==> src/rtl/ysyx_22040759_exmem_buf_pkg.sv <==
// rtl/ysyx_22040759_exmem_buf_pkg.sv - EX/MEM buffer state encodings, entry layout and packing helper
package ysyx_22040759_exmem_buf_pkg;

    localparam int EXMEM_DATA_W  = 64;
    localparam int EXMEM_ENTRY_W = 3*EXMEM_DATA_W + 5 + 1 + 1 + 1 + 3;

    // Entry layout, LSB first: size, mem_wr, mem_rd, wb_en, rd, pc, store_data, alu_result
    localparam int EXMEM_OFF_SIZE   = 0;
    localparam int EXMEM_OFF_MEM_WR = 3;
    localparam int EXMEM_OFF_MEM_RD = 4;
    localparam int EXMEM_OFF_WB_EN  = 5;
    localparam int EXMEM_OFF_RD     = 6;
    localparam int EXMEM_OFF_PC     = 11;
    localparam int EXMEM_OFF_STORE  = EXMEM_OFF_PC + EXMEM_DATA_W;
    localparam int EXMEM_OFF_ALU    = EXMEM_OFF_STORE + EXMEM_DATA_W;

    typedef enum logic [1:0] {
        EXMEM_EMPTY = 2'd0,
        EXMEM_ONE   = 2'd1,
        EXMEM_TWO   = 2'd2
    } exmem_state_e;

    function automatic logic [EXMEM_ENTRY_W-1:0] exmem_pack(
        input logic [EXMEM_DATA_W-1:0] alu_result,
        input logic [EXMEM_DATA_W-1:0] store_data,
        input logic [EXMEM_DATA_W-1:0] pc,
        input logic [4:0]              rd,
        input logic                    wb_en,
        input logic                    mem_rd,
        input logic                    mem_wr,
        input logic [2:0]              mem_size
    );
        return {alu_result, store_data, pc, rd, wb_en, mem_rd, mem_wr, mem_size};
    endfunction

endpackage

==> src/rtl/ysyx_22040759_exmem_slot.sv <==
// rtl/ysyx_22040759_exmem_slot.sv - entry-wide register with load enable and async active-low clear
module ysyx_22040759_exmem_slot #(
    parameter int W = 8
) (
    input  logic         clk,
    input  logic         rst_n,
    input  logic         i_load,
    input  logic [W-1:0] i_d,
    output logic [W-1:0] o_q
);

    logic [W-1:0] r_q;

    always_ff @(posedge clk or negedge rst_n) begin
        if (!rst_n) begin
            r_q <= '0;
        end else if (i_load) begin
            r_q <= i_d;
        end
    end

    assign o_q = r_q;

endmodule

==> src/rtl/ysyx_22040759_exmem_buf.sv <==
// rtl/ysyx_22040759_exmem_buf.sv - EX/MEM two-entry skid buffer with head forwarding
// Optional forwarding enabled by defining YSYX_22040759_EXMEM_FWD_EN.
module ysyx_22040759_exmem_buf
    import ysyx_22040759_exmem_buf_pkg::*;
(
    input  logic                    clk,
    input  logic                    rst_n,
    input  logic                    flush,
    input  logic                    ex_valid,
    output logic                    ex_ready,
    input  logic [EXMEM_DATA_W-1:0] ex_alu_result,
    input  logic [EXMEM_DATA_W-1:0] ex_store_data,
    input  logic [EXMEM_DATA_W-1:0] ex_pc,
    input  logic [4:0]              ex_rd,
    input  logic                    ex_wb_en,
    input  logic                    ex_mem_rd,
    input  logic                    ex_mem_wr,
    input  logic [2:0]              ex_mem_size,
    output logic                    mem_valid,
    input  logic                    mem_ready,
    output logic [EXMEM_DATA_W-1:0] mem_alu_result,
    output logic [EXMEM_DATA_W-1:0] mem_store_data,
    output logic [EXMEM_DATA_W-1:0] mem_pc,
    output logic [4:0]              mem_rd,
    output logic                    mem_wb_en,
    output logic                    mem_mem_rd,
    output logic                    mem_mem_wr,
    output logic [2:0]              mem_mem_size,
    output logic                    fwd_valid,
    output logic [4:0]              fwd_rd,
    output logic [EXMEM_DATA_W-1:0] fwd_data
);

    exmem_state_e r_state;
    exmem_state_e w_next;

    logic                     w_push;
    logic                     w_pop;
    logic                     w_head_load;
    logic                     w_skid_load;
    logic [EXMEM_ENTRY_W-1:0] w_in;
    logic [EXMEM_ENTRY_W-1:0] w_head_d;
    logic [EXMEM_ENTRY_W-1:0] w_head_q;
    logic [EXMEM_ENTRY_W-1:0] w_skid_q;

    // Handshake flags depend only on registered state
    assign ex_ready  = (r_state != EXMEM_TWO);
    assign mem_valid = (r_state != EXMEM_EMPTY);
    assign w_push    = ex_valid & ex_ready;
    assign w_pop     = mem_valid & mem_ready;

    assign w_in = exmem_pack(ex_alu_result, ex_store_data, ex_pc, ex_rd,
                             ex_wb_en, ex_mem_rd, ex_mem_wr, ex_mem_size);
    assign w_head_d = (r_state == EXMEM_TWO) ? w_skid_q : w_in;

    always_ff @(posedge clk or negedge rst_n) begin
        if (!rst_n) begin
            r_state <= EXMEM_EMPTY;
        end else begin
            r_state <= w_next;
        end
    end

    always_comb begin
        w_next      = r_state;
        w_head_load = 1'b0;
        w_skid_load = 1'b0;
        case (r_state)
            EXMEM_EMPTY: begin
                if (w_push) begin
                    w_next      = EXMEM_ONE;
                    w_head_load = 1'b1;
                end
            end
            EXMEM_ONE: begin
                if (w_push && w_pop) begin
                    w_head_load = 1'b1;
                end else if (w_push) begin
                    w_next      = EXMEM_TWO;
                    w_skid_load = 1'b1;
                end else if (w_pop) begin
                    w_next      = EXMEM_EMPTY;
                end
            end
            EXMEM_TWO: begin
                if (w_pop) begin
                    w_next      = EXMEM_ONE;
                    w_head_load = 1'b1;
                end
            end
            default: w_next = EXMEM_EMPTY;
        endcase
        // Flush drops any same-cycle push; a pop has already been seen by MEM
        if (flush) begin
            w_next      = EXMEM_EMPTY;
            w_head_load = 1'b0;
            w_skid_load = 1'b0;
        end
    end

    ysyx_22040759_exmem_slot #(.W(EXMEM_ENTRY_W)) u_head (
        .clk    (clk),
        .rst_n  (rst_n),
        .i_load (w_head_load),
        .i_d    (w_head_d),
        .o_q    (w_head_q)
    );

    ysyx_22040759_exmem_slot #(.W(EXMEM_ENTRY_W)) u_skid (
        .clk    (clk),
        .rst_n  (rst_n),
        .i_load (w_skid_load),
        .i_d    (w_in),
        .o_q    (w_skid_q)
    );

    assign mem_alu_result = w_head_q[EXMEM_OFF_ALU   +: EXMEM_DATA_W];
    assign mem_store_data = w_head_q[EXMEM_OFF_STORE +: EXMEM_DATA_W];
    assign mem_pc         = w_head_q[EXMEM_OFF_PC    +: EXMEM_DATA_W];
    assign mem_rd         = w_head_q[EXMEM_OFF_RD    +: 5];
    assign mem_wb_en      = w_head_q[EXMEM_OFF_WB_EN];
    assign mem_mem_rd     = w_head_q[EXMEM_OFF_MEM_RD];
    assign mem_mem_wr     = w_head_q[EXMEM_OFF_MEM_WR];
    assign mem_mem_size   = w_head_q[EXMEM_OFF_SIZE  +: 3];

`ifdef YSYX_22040759_EXMEM_FWD_EN
    // Loads are not forwarded: their data only exists after MEM
    assign fwd_valid = mem_valid & mem_wb_en & ~mem_mem_rd & (mem_rd != 5'd0);
    assign fwd_rd    = mem_rd;
    assign fwd_data  = mem_alu_result;
`else
    assign fwd_valid = 1'b0;
    assign fwd_rd    = 5'd0;
    assign fwd_data  = '0;
`endif

    a_no_rd_and_wr: assert property (@(posedge clk) disable iff (!rst_n)
        w_push |-> !(ex_mem_rd && ex_mem_wr));

endmodule
==> config.mk <==
export PLATFORM = sky130hd
export DESIGN_NAME = ysyx_22040759_exmem_buf
export DESIGN_NICKNAME = d
export VERILOG_FILES = /design/src/rtl/ysyx_22040759_exmem_buf_pkg.sv /design/src/rtl/ysyx_22040759_exmem_slot.sv /design/src/rtl/ysyx_22040759_exmem_buf.sv
export SDC_FILE = /design/constraint.sdc
export NUM_CORES = 1
export LEC_CHECK = 0
export BUFFER_PORTS_ARGS = -buffer_cell sky130_fd_sc_hd__clkbuf_2
export CAP_MARGIN = 40
export CORE_ASPECT_RATIO = 0.9
export CORE_MARGIN = 3
export CORE_UTILIZATION = 49
export CTS_CLUSTER_SIZE = 8
export DETAILED_ROUTE_END_ITERATION = 12
export GPL_TIMING_DRIVEN = 0
export PLACE_DENSITY = 0.82
export SLEW_MARGIN = 20
export SYNTH_ARGS = -nofsm -noshare
export SYNTH_HDL_FRONTEND = slang
export SYNTH_HIERARCHICAL = 1
export SYNTH_SLANG_ARGS = --single-unit
==> constraint.sdc <==
create_clock -name clk -period 3.52 [get_ports clk]
set_input_delay 0.352 -clock clk [delete_from_list [all_inputs] [get_ports clk]]
set_output_delay 0.352 -clock clk [all_outputs]
set_load 0.01 [all_outputs]
==> After elaboration in Yosys (flattened, before gate mapping) <==
Cells that the tools add are included.
{ "word_totals": {"regBits": 408, "in_bits": 208, "output_inout_bits": 275, "elab_cells": 32} }
{ "classes": {"eq_ne": 7, "n_mux": 16, "n_bitwise": 2, "reduce_logical": 4} }
{ "ops": {"columns": ["cell", "n"], "rows": [
  ["$mux W203", 1],
  ["$mux W2", 6],
  ["$ne A3 B3 Y1 const B", 3],
  ["$mux W1", 7],
  ["$pmux W2 S3", 1],
  ["$ne A4 B4 Y1 const B", 1],
  ["$reduce_and A4 Y1", 1],
  ["$pmux W1 S3", 1],
  ["$and A1 B1 Y1", 2],
  ["$eq A2 B1 Y1 const B", 1],
  ["$eq A2 B2 Y1 const B", 1],
  ["$logic_not A2 Y1", 1],
  ["$ne A2 B2 Y1 const B", 1],
  ["$reduce_bool A2 Y1", 1],
  ["$logic_and A1 B1 Y1", 1]
]} }

==> Longest topological paths before layout <==
Gate-level depths: netlist of the first run.
{ "logic_depth": {"depth_word": 7, "mapped_depth": 8, "mapped_depth_nobuf": 5} }

==> Cells and area by module <==
The synthesis of the first run kept the hierarchy.
{ "by_module_without_submodules": {"columns": ["mod", "instances", "cells_per_inst", "area_per_inst_um2", "seq_area_each_um2"], "rows": [
  ["ysyx_22040759_exmem_slot", 2, 429, 8247.9, 5079.9],
  ["ysyx_22040759_exmem_buf", 1, 740, 3328.2, 50.0]
]} }

==> Least setup slack after synthesis of the first run <==
No wires, ideal clock.
{ "synth_path": {"path_type": "reg2reg", "start": "reg r_state[1]", "end": "reg u_skid.r_q[131] (netlist: u_skid/o_q[131])", "setup_time_ns": 0.125, "arrival_ns": 1.527, "required_time_ns": 3.395, "slack_ns": 1.868, "stages_incl_launch_ff": 7, "n_path_buf": 3, "path_cell_list": "dfrtp_1 nor2b_1 nor3b_1 buf_6 buf_6 buf_6 mux2_4"} }
{ "synth_via": {"elab_chain_cells": 6, "elab_cells_between_ends": 10, "cone_classes": "2 x eq/ne; 4 x mux; 2 x bitwise; 2 x reduce/logical"} }
{ "synth_rtl": {"columns": ["element", "line_no", "rtl"], "rows": [
  ["from (decl)", "ysyx_22040759_exmem_buf.sv:34", "exmem_state_e r_state;"],
  ["from (signal assigned)", "ysyx_22040759_exmem_buf.sv:60", "r_state <= w_next;"],
  ["$ne A2 B2 Y1 / $reduce_bool A2 Y1 (equally long branches)", "ysyx_22040759_exmem_buf.sv:47, ysyx_22040759_exmem_buf.sv:48", null],
  ["$and A1 B1 Y1 (on tied branches)", "ysyx_22040759_exmem_buf.sv:49, ysyx_22040759_exmem_buf.sv:50", null],
  ["$mux W1 / $logic_and A1 B1 Y1 (equally long branches)", "ysyx_22040759_exmem_buf.sv:78, ysyx_22040759_exmem_buf.sv:76", null],
  ["$mux W1", "ysyx_22040759_exmem_buf.sv:76", "if (w_push && w_pop) begin"],
  ["$mux W1 *", "ysyx_22040759_exmem_buf.sv:68", "case (r_state)"],
  ["$mux W1 *", "ysyx_22040759_exmem_buf.sv:94", "if (flush) begin"],
  ["net w_skid_load", "ysyx_22040759_exmem_buf.sv:40", "logic w_skid_load;"],
  ["to (signal assigned)", "ysyx_22040759_exmem_slot.sv:18", "r_q <= i_d;"],
  ["to (decl)", "ysyx_22040759_exmem_slot.sv:12", "logic [W-1:0] r_q;"]
]} }
Mark *: on every way through the listed nets, which the timed path passes. The rest lies on a longest branch.
A chain may end at the register's enable or synchronous reset.

==> Worst setup path after layout of the first run <==
{ "layout_path": {"start": "reg r_state[1]", "end": "out ex_ready"} }
{ "layout_via": {"elab_chain_cells": 1} }
{ "layout_rtl": {"columns": ["element", "line_no", "rtl"], "rows": [
  ["$ne A2 B2 Y1", "ysyx_22040759_exmem_buf.sv:47", "assign ex_ready = (r_state != EXMEM_TWO);"],
  ["to (decl)", "ysyx_22040759_exmem_buf.sv:10", "output logic ex_ready,"]
]} }
Every way passes these cells.

==> results of run 1 <==
## per-layer routing
metal | GRT usage (%) | up-vias
met2 | 45.9 | 642
met3 | 6.80 | 183
met5 | 0 | -
li1 | - | 6335
met1 | 29.9 | 7332
met4 | 12.1 | 0
## logic make-up after synthesis
kind of cell	count (synthesis)
AOI/OAI and AO/OA	3
buffers and inverters	162
and+or+nand+nor	618
DFF	408
muxes	406
other	1
## report_power, final
group	internal [mW]	leakage, nW	switching, mW	total, mW
Combinational	1.99	7.72	1.35	3.34
Sequential	5.80	4.91	0.735	6.53
Clock	2.85	0.732	1.98	4.84
## critical path, stage by stage (launching register included)
cell	delay (ns)
dfrtp_1	0.42
nor2b_1	0.15
buf_4	0.17
inv_4	0.10
buf_2	0.25
clkbuf_2	0.20
## state kept, by name, indices dropped and copies added, names as in the netlist
name and cells:
r_state 2, u_head/o_q 203, u_skid/o_q 203
## final timing paths
check	start	to	slack, ns	cells past startpoint
worst min register to register	u_head/o_q[22]$_DFFE_PN0P_	u_head/o_q[22]$_DFFE_PN0P_	0.50	1
max in group asynchronous	rst_n	u_skid/o_q[4]$_DFFE_PN0P_	1.71	4
worst max-delay path	r_state[1]$_DFFE_PN0P_	ex_ready	1.31	5
worst max register to register	r_state[1]$_DFFE_PN0P_	u_skid/o_q[65]$_DFFE_PN0P_	1.47	6
min in group asynchronous	rst_n	u_head/o_q[67]$_DFFE_PN0P_	0.39	2
worst min-delay path	ex_pc[1]	u_skid/o_q[12]$_DFFE_PN0P_	0.03	2
## final cells by class
| type | count | area share [%] |
|---|---|---|
| Sequential cell | 408 | 40.0 |
| Tap cell | 532 | 2.61 |
| Inverter | 1 | 0.0245 |
| Antenna cell | 5 | 0.0491 |
| Clock buffer | 58 | 5.65 |
| Multi-Input combinational cell | 1097 | 33.2 |
| Buffer | 161 | 5.49 |
| Clock inverter | 4 | 0.196 |
| Timing Repair Buffer | 522 | 12.7 |
## cells in the final DEF, fill, tap and decap left out
cell type,Yosys,final
a21oi_1,2,2
a31oi_1,1,1
buf_16,0,4
buf_2,14,14
buf_4,89,89
buf_6,56,56
buf_8,2,2
clkbuf_16,0,57
clkbuf_2,0,411
clkbuf_8,0,2
clkinv_4,0,1
clkinv_8,0,2
conb_1,1,70
dfrtp_1,408,408
diode_2,0,5
dlygate4sd3_1,0,106
inv_4,1,1
inv_6,0,1
mux2_2,66,66
mux2_4,340,340
nand2_1,610,610
nand2b_1,1,1
nand3b_1,1,1
nor2b_1,2,2
nor3_1,1,1
nor3b_1,1,1
or2_2,1,1
or3_1,1,1
## through the flow
step / worst slack, ns / instances / utilization (%) / power [mW]
6_report: 1.31 / 2788 / 64.2 / 14.7
5_1_grt: 1.21 / 2788 / 64.2 / 15.3
4_1_cts: 1.26 / 2783 / 64.2 / 14.6
3_5_place_dp: 1.48 / 2615 / 57.7 / 9.66
3_3_place_gp: -6.77 / 2611 / 57.4 / 9.49
2_1_floorplan: 1.87 / 1667 / - / 8.45
==> summary.md, run 1 <==
| Metric | Value |
|---|---|
| GRT overflow | `0` |
| Area share of the leading cell type in the synthesized netlist | `51.5%` |
| I/O pins | `around 480` |
| Clk sinks | `408` |
| Insertion delay to the later sink of the worst-skew pair | `0.60 ns` |
| Status | `completed` |
| F_max | `0.452 GHz` |
| Pwr per Cell Area | `577 nW/µm²` |
| Starting DRT DRC Count | `roughly 890` |
| Layout fillers | `approximately 2,700` |
| Register area share after synthesis | `51.5%` |
| Cts bufs inserted | `between 50 and 60` |
| Post-Synthesis Cell Area | `19,800 µm²` |
| Final number of hold-violating endpoints | `0` |
| Largest area contributor in the netlist | `dfrtp_1` |
| RSZ-0062 raised after global routing | `no` |
| Max Cap Viol | `0` |
| Largest family of logic cells by synthesized area | `multiplexers` |
| VDD IR max | `roughly 0.46 mV` |
| Metal3 WL | `between 4000 and 5000 µm` |
| Post-Synth XOR/XNOR Area | `0%` |
| Synth area leaders | `dfrtp_1 (52%), mux2_4 (26%), nand2_1 (12%), mux2_2 (3.7%), buf_4 (3.4%)` |
| Core area | `approximately 40,000 µm²` |
| Routed WL per cell | `20.7 µm` |
| Commonest cells in the netlist | `nand2_1 (610), dfrtp_1 (408), mux2_4 (340)` |
| Final hold slack | `0.0256 ns` |
| Vias/cell | `5.20` |
| Synth Instances | `1,598` |
| Yosys reg bits | `408` |
| Ys async rst share | `100%` |
| Die width | `218 µm` |
| Total GRT Usage | `a little over a quarter` |
| Std cell rows | `69` |
| Syn-to-layout area delta | `28.6%` |
| Setup TNS | `0 ns` |
| CP Class | `flop to output pin` |
| Multi-input gate area | `8470 µm²` |
| CTS max path bufs | `3` |
| Hpwl dp | `37,000 µm` |
| Buffers inserted by post-CTS timing repair | `0` |
| Drt total wl | `57,700 µm` |
| H-tree depth | `2` |
| Fin nets | `2,456` |
| Synth Area in Simple Gates | `11.8%` |
| Clock skew | `0.0223 ns` |
| Crit path max fanout | `10` |
| Post-synthesis mux area share | `approximately 30%` |
| CP Launch Type | `flop` |
| Final period utilization | `62.8%` |
| Slew HR | `54.4%` |
| Wire length on met1 | `~22,000 µm` |
| WP data required | `~3.2 ns` |
| CP Capture Type | `output pin` |
| Port Buffers | `412` |
| Leakage Power | `approximately 13 nW` |
| Post-synth EDFFs | `0` |
| Adder-cell share of the synthesized area | `0%` |
| Count leader, synth | `nand2_1` |
| Worst slew pin tran | `between 0.6 and 0.7 ns` |
| Dpl cell area | `between 20,000 and 25,000 µm²` |
| Die Span Y | `197 µm` |
| Mean Syn Cell Area | `between 10 and 15 µm²` |
| Gpl congestion | `0.832` |
| First-pass GRT wire length | `88,900 µm` |
| Vias post-DR | `14,500` |
| Synth Area in Compound Gates | `0.0820%` |
| Initial Util | `approximately half` |
| WP data arrival | `1.86 ns` |
| Ys flop type | `dfrtp_1` |
| Vias in the first global route | `15,800` |
| Clk slew on worst S/H paths | `about 0.05 ns` |
| Top Metal Used | `met4` |
| Drt pass-1 iters | `5` |
| Largest net degree at the start of global routing | `96` |
| Min cycle time layout | `2.21 ns` |
| Root Driver | `clkbuf_16` |
| Final Setup Violations | `0` |
| Hold_buf cts | `~110` |
| Post-route ant nets | `0` |
| Netlist cell types | `19` |
| Register area | `10,200 µm²` |
| YS warnings | `6` |
| Max-slew violation count | `0` |
| Initial antenna violation count | `5` |
| Area of the die | `42,900 µm²` |
| Min-Delay Path Class | `input pin to flop` |
| Finished Cell Area | `25,500 µm²` |
| Post-route DRC | `0` |
| Met2 wire length | `approximately 29,000 µm` |
| Post-CTS sizing | `0` |
| Layout cells sized above 1 | `46.5%` |
| CTS tree | `built` |
No activity file was read; power rests on OpenSTA's default activity.
==> run 2, diff against run 1 <==
==> constraint.sdc (replaced) <==
create_clock -name clk -period 2.2 [get_ports clk]
set_input_delay 0.22 -clock clk [delete_from_list [all_inputs] [get_ports clk]]
set_output_delay 0.22 -clock clk [all_outputs]
set_load 0.01 [all_outputs]
==> run 2 against run 1 <==
Core utilization grew 2.6 points. Power grew 62%. Sequential cell count is the same. Clock skew grew 0.0081 ns. Final area grew 4.0%. Largest power group unchanged. Critical endpoint unchanged. Highest routed layer unchanged. Worst hold slack gained 0.21 ns. Sequential power grew 61%. Clock power grew 60%. Sequential share of layout area shrank 1.5 points. Combinational power grew 67%.
==> summary.md, run 2 (synthesis gave the netlist of run 1 again) <==
| Metric | Value |
|---|---|
| Status | `completed` |
| Pwr per Cell Area | `899 nW/µm² (+56%)` |
| Clock skew | `0.0304 ns (+0.00811 ns)` |
| Final number of hold-violating endpoints | `0 (unchanged)` |
| Clk sinks | `408 (unchanged)` |
| Min cycle time layout | `2.07 ns` |
| WP data arrival | `1.85 ns (about the same)` |
| H-tree depth | `2 (unchanged)` |
| Leakage Power | `13.8 nW (+3.2%)` |
| Fin nets | `2,558 (+4.2%)` |
| CTS max path bufs | `3 (unchanged)` |
| Commonest cells after routing, fill and taps aside | `nand2_1 (610), clkbuf_2 (411), dfrtp_1 (408)` |
| Slew HR | `51.1% (-3.4 points)` |
| CP Class | `flop to output pin` |
| Die width | `218 µm (unchanged)` |
| Initial Util | `49.9% (unchanged)` |
| Syn-to-layout area delta | `33.7%` |
| Drt total wl | `62,800 µm (+8.9%)` |
| Max Cap Viol | `0 (unchanged)` |
| CP Capture Type | `output pin` |
| VDD IR max | `0.674 mV (+48%)` |
| Starting DRT DRC Count | `987 (+11%)` |
| R2R Path End | `u_skid/o_q[126]$_DFFE_PN0P_` |
| Area of the die | `42,900 µm² (unchanged)` |
| CP Cell Sequence | `nor2b_1 > buf_4 > inv_4 > buf_2 > clkbuf_2` |
| WP data required | `1.98 ns (-1.19 ns)` |
| Dpl cell area | `22,900 µm² (unchanged)` |
| Vias post-DR | `15,200 (+5.0%)` |
| Vias in the first global route | `17,000 (+7.4%)` |
| Layout fillers | `2,515 (-8.4%)` |
| Register area | `10,200 µm² (unchanged)` |
| First-pass GRT wire length | `97,100 µm (+9.3%)` |
| Worst Reg-to-Reg Cells | `6 (unchanged)` |
| Final Setup Violations | `0 (unchanged)` |
| Post-route ant nets | `0 (unchanged)` |
| CTS tree | `built` |
| Setup slack, reg-to-reg | `0.15 ns (-1.32 ns)` |
| Crit path max fanout | `10 (unchanged)` |
| Min-Delay Path Class | `input pin to async pin` |
| CP Launch Type | `flop` |
| Core area | `39,700 µm² (unchanged)` |
| Hpwl dp | `37,000 µm (unchanged)` |
| Hold_buf cts | `208 (+96%)` |
| Multi-input gate area | `8470 µm² (unchanged)` |
| Routed WL per cell | `21.7 µm (+5.1%)` |
| Initial antenna violation count | `4 (-1)` |
| F_max | `0.482 GHz` |
| Post-CTS sizing | `0 (unchanged)` |
| Std cell rows | `69 (unchanged)` |
| Port Buffers | `412 (unchanged)` |
| Die Span Y | `197 µm (unchanged)` |
| Placed Cells | `2,615 (unchanged)` |
| Cts bufs inserted | `57 (unchanged)` |
| Slowest cell on the critical path | `dfrtp_1` |
| Final period utilization | `94.2%` |
| Largest net degree at the start of global routing | `96 (unchanged)` |
| Final hold slack | `0.235 ns (+0.210 ns)` |
| CP Buf/Inv Count | `4 (unchanged)` |
| Buffers inserted by post-CTS timing repair | `0 (unchanged)` |
| Root Driver | `clkbuf_16` |
| Post-route DRC | `0 (unchanged)` |
| CP max stage delay | `0.41 ns (about the same)` |
| Worst slew pin tran | `0.734 ns (+0.0508 ns)` |
| Max-slew violation count | `0 (unchanged)` |
| Most common cell after layout, fill and taps aside | `nand2_1` |
| RSZ-0062 raised after global routing | `no` |
| I/O pins | `483 (unchanged)` |
| Final core utilization | `66.8% (+2.6 points)` |
| Drt pass-1 iters | `7 (+2)` |
| Finished Cell Area | `26,500 µm² (+4.0%)` |
| Post-Layout Cell Count | `2,889 (+3.6%)` |
| Gpl congestion | `0.832 (unchanged)` |
| Layout cells sized above 1 | `44.5% (-2.0 points)` |
| R2R Path Start | `r_state[1]$_DFFE_PN0P_` |
| CP top delay family | `buffers and inverters` |
| Vias/cell | `5.27 (+1.3%)` |
| GRT overflow | `0 (unchanged)` |
| Total GRT Usage | `28.8% (+2.7 points)` |
| Insertion delay to the later sink of the worst-skew pair | `0.60 ns (about the same)` |
| Total Power | `23.8 mW (+62%)` |
| Clk slew on worst S/H paths | `0.05 ns (about the same)` |
-- run 2: how the worst max path moves through the flow --
stage / cells past startpoint / endpoint / from
floorplan: 6 / u_skid/o_q[131]$_DFFE_PN0P_ / r_state[1]$_DFFE_PN0P_
global placement: 1 / u_head/o_q[11]$_DFFE_PN0P_ / rst_n
detailed placement: 6 / u_skid/o_q[42]$_DFFE_PN0P_ / r_state[1]$_DFFE_PN0P_
CTS: 5 / ex_ready / r_state[1]$_DFFE_PN0P_
global route: 5 / ex_ready / r_state[1]$_DFFE_PN0P_
finish: 5 / ex_ready / r_state[1]$_DFFE_PN0P_
-- run 2: metal layers --
| metal | GRT usage, % | vias to the layer above | routed length [µm] |
|---|---|---|---|
| met5 | 0 | - | 0 |
| met4 | 15.9 | 0 | 3440 |
| met3 | 7.62 | 259 | 5070 |
| met1 | 32.6 | 7594 | 23000 |
| met2 | 49.6 | 823 | 31300 |
| li1 | - | 6540 | - |
-- run 2: final cells by class --
class / count / area share [%]
Inverter: 1 / 0.0236
Multi-Input combinational cell: 1097 / 31.9
Tap cell: 532 / 2.51
Antenna cell: 4 / 0.0378
Clock buffer: 58 / 5.43
Buffer: 161 / 5.28
Timing Repair Buffer: 624 / 16.1
Clock inverter: 4 / 0.189
Sequential cell: 408 / 38.5
-- run 2: stage by stage --
stage               worst slack, ns  setup TNS, ns
floorplan                     0.548              0
global route                 0.0172              0
global placement              -7.96       -3224.51
CTS                          0.0731              0
detailed placement            0.211              0
finish                        0.127              0
-- run 2: power by group --
part           switching (mW)  internal, mW  total (mW)
clock network            3.18          4.57        7.75
logic                    2.28          3.30        5.58
registers                1.22          9.28        10.5
total                    6.68          17.1        23.8
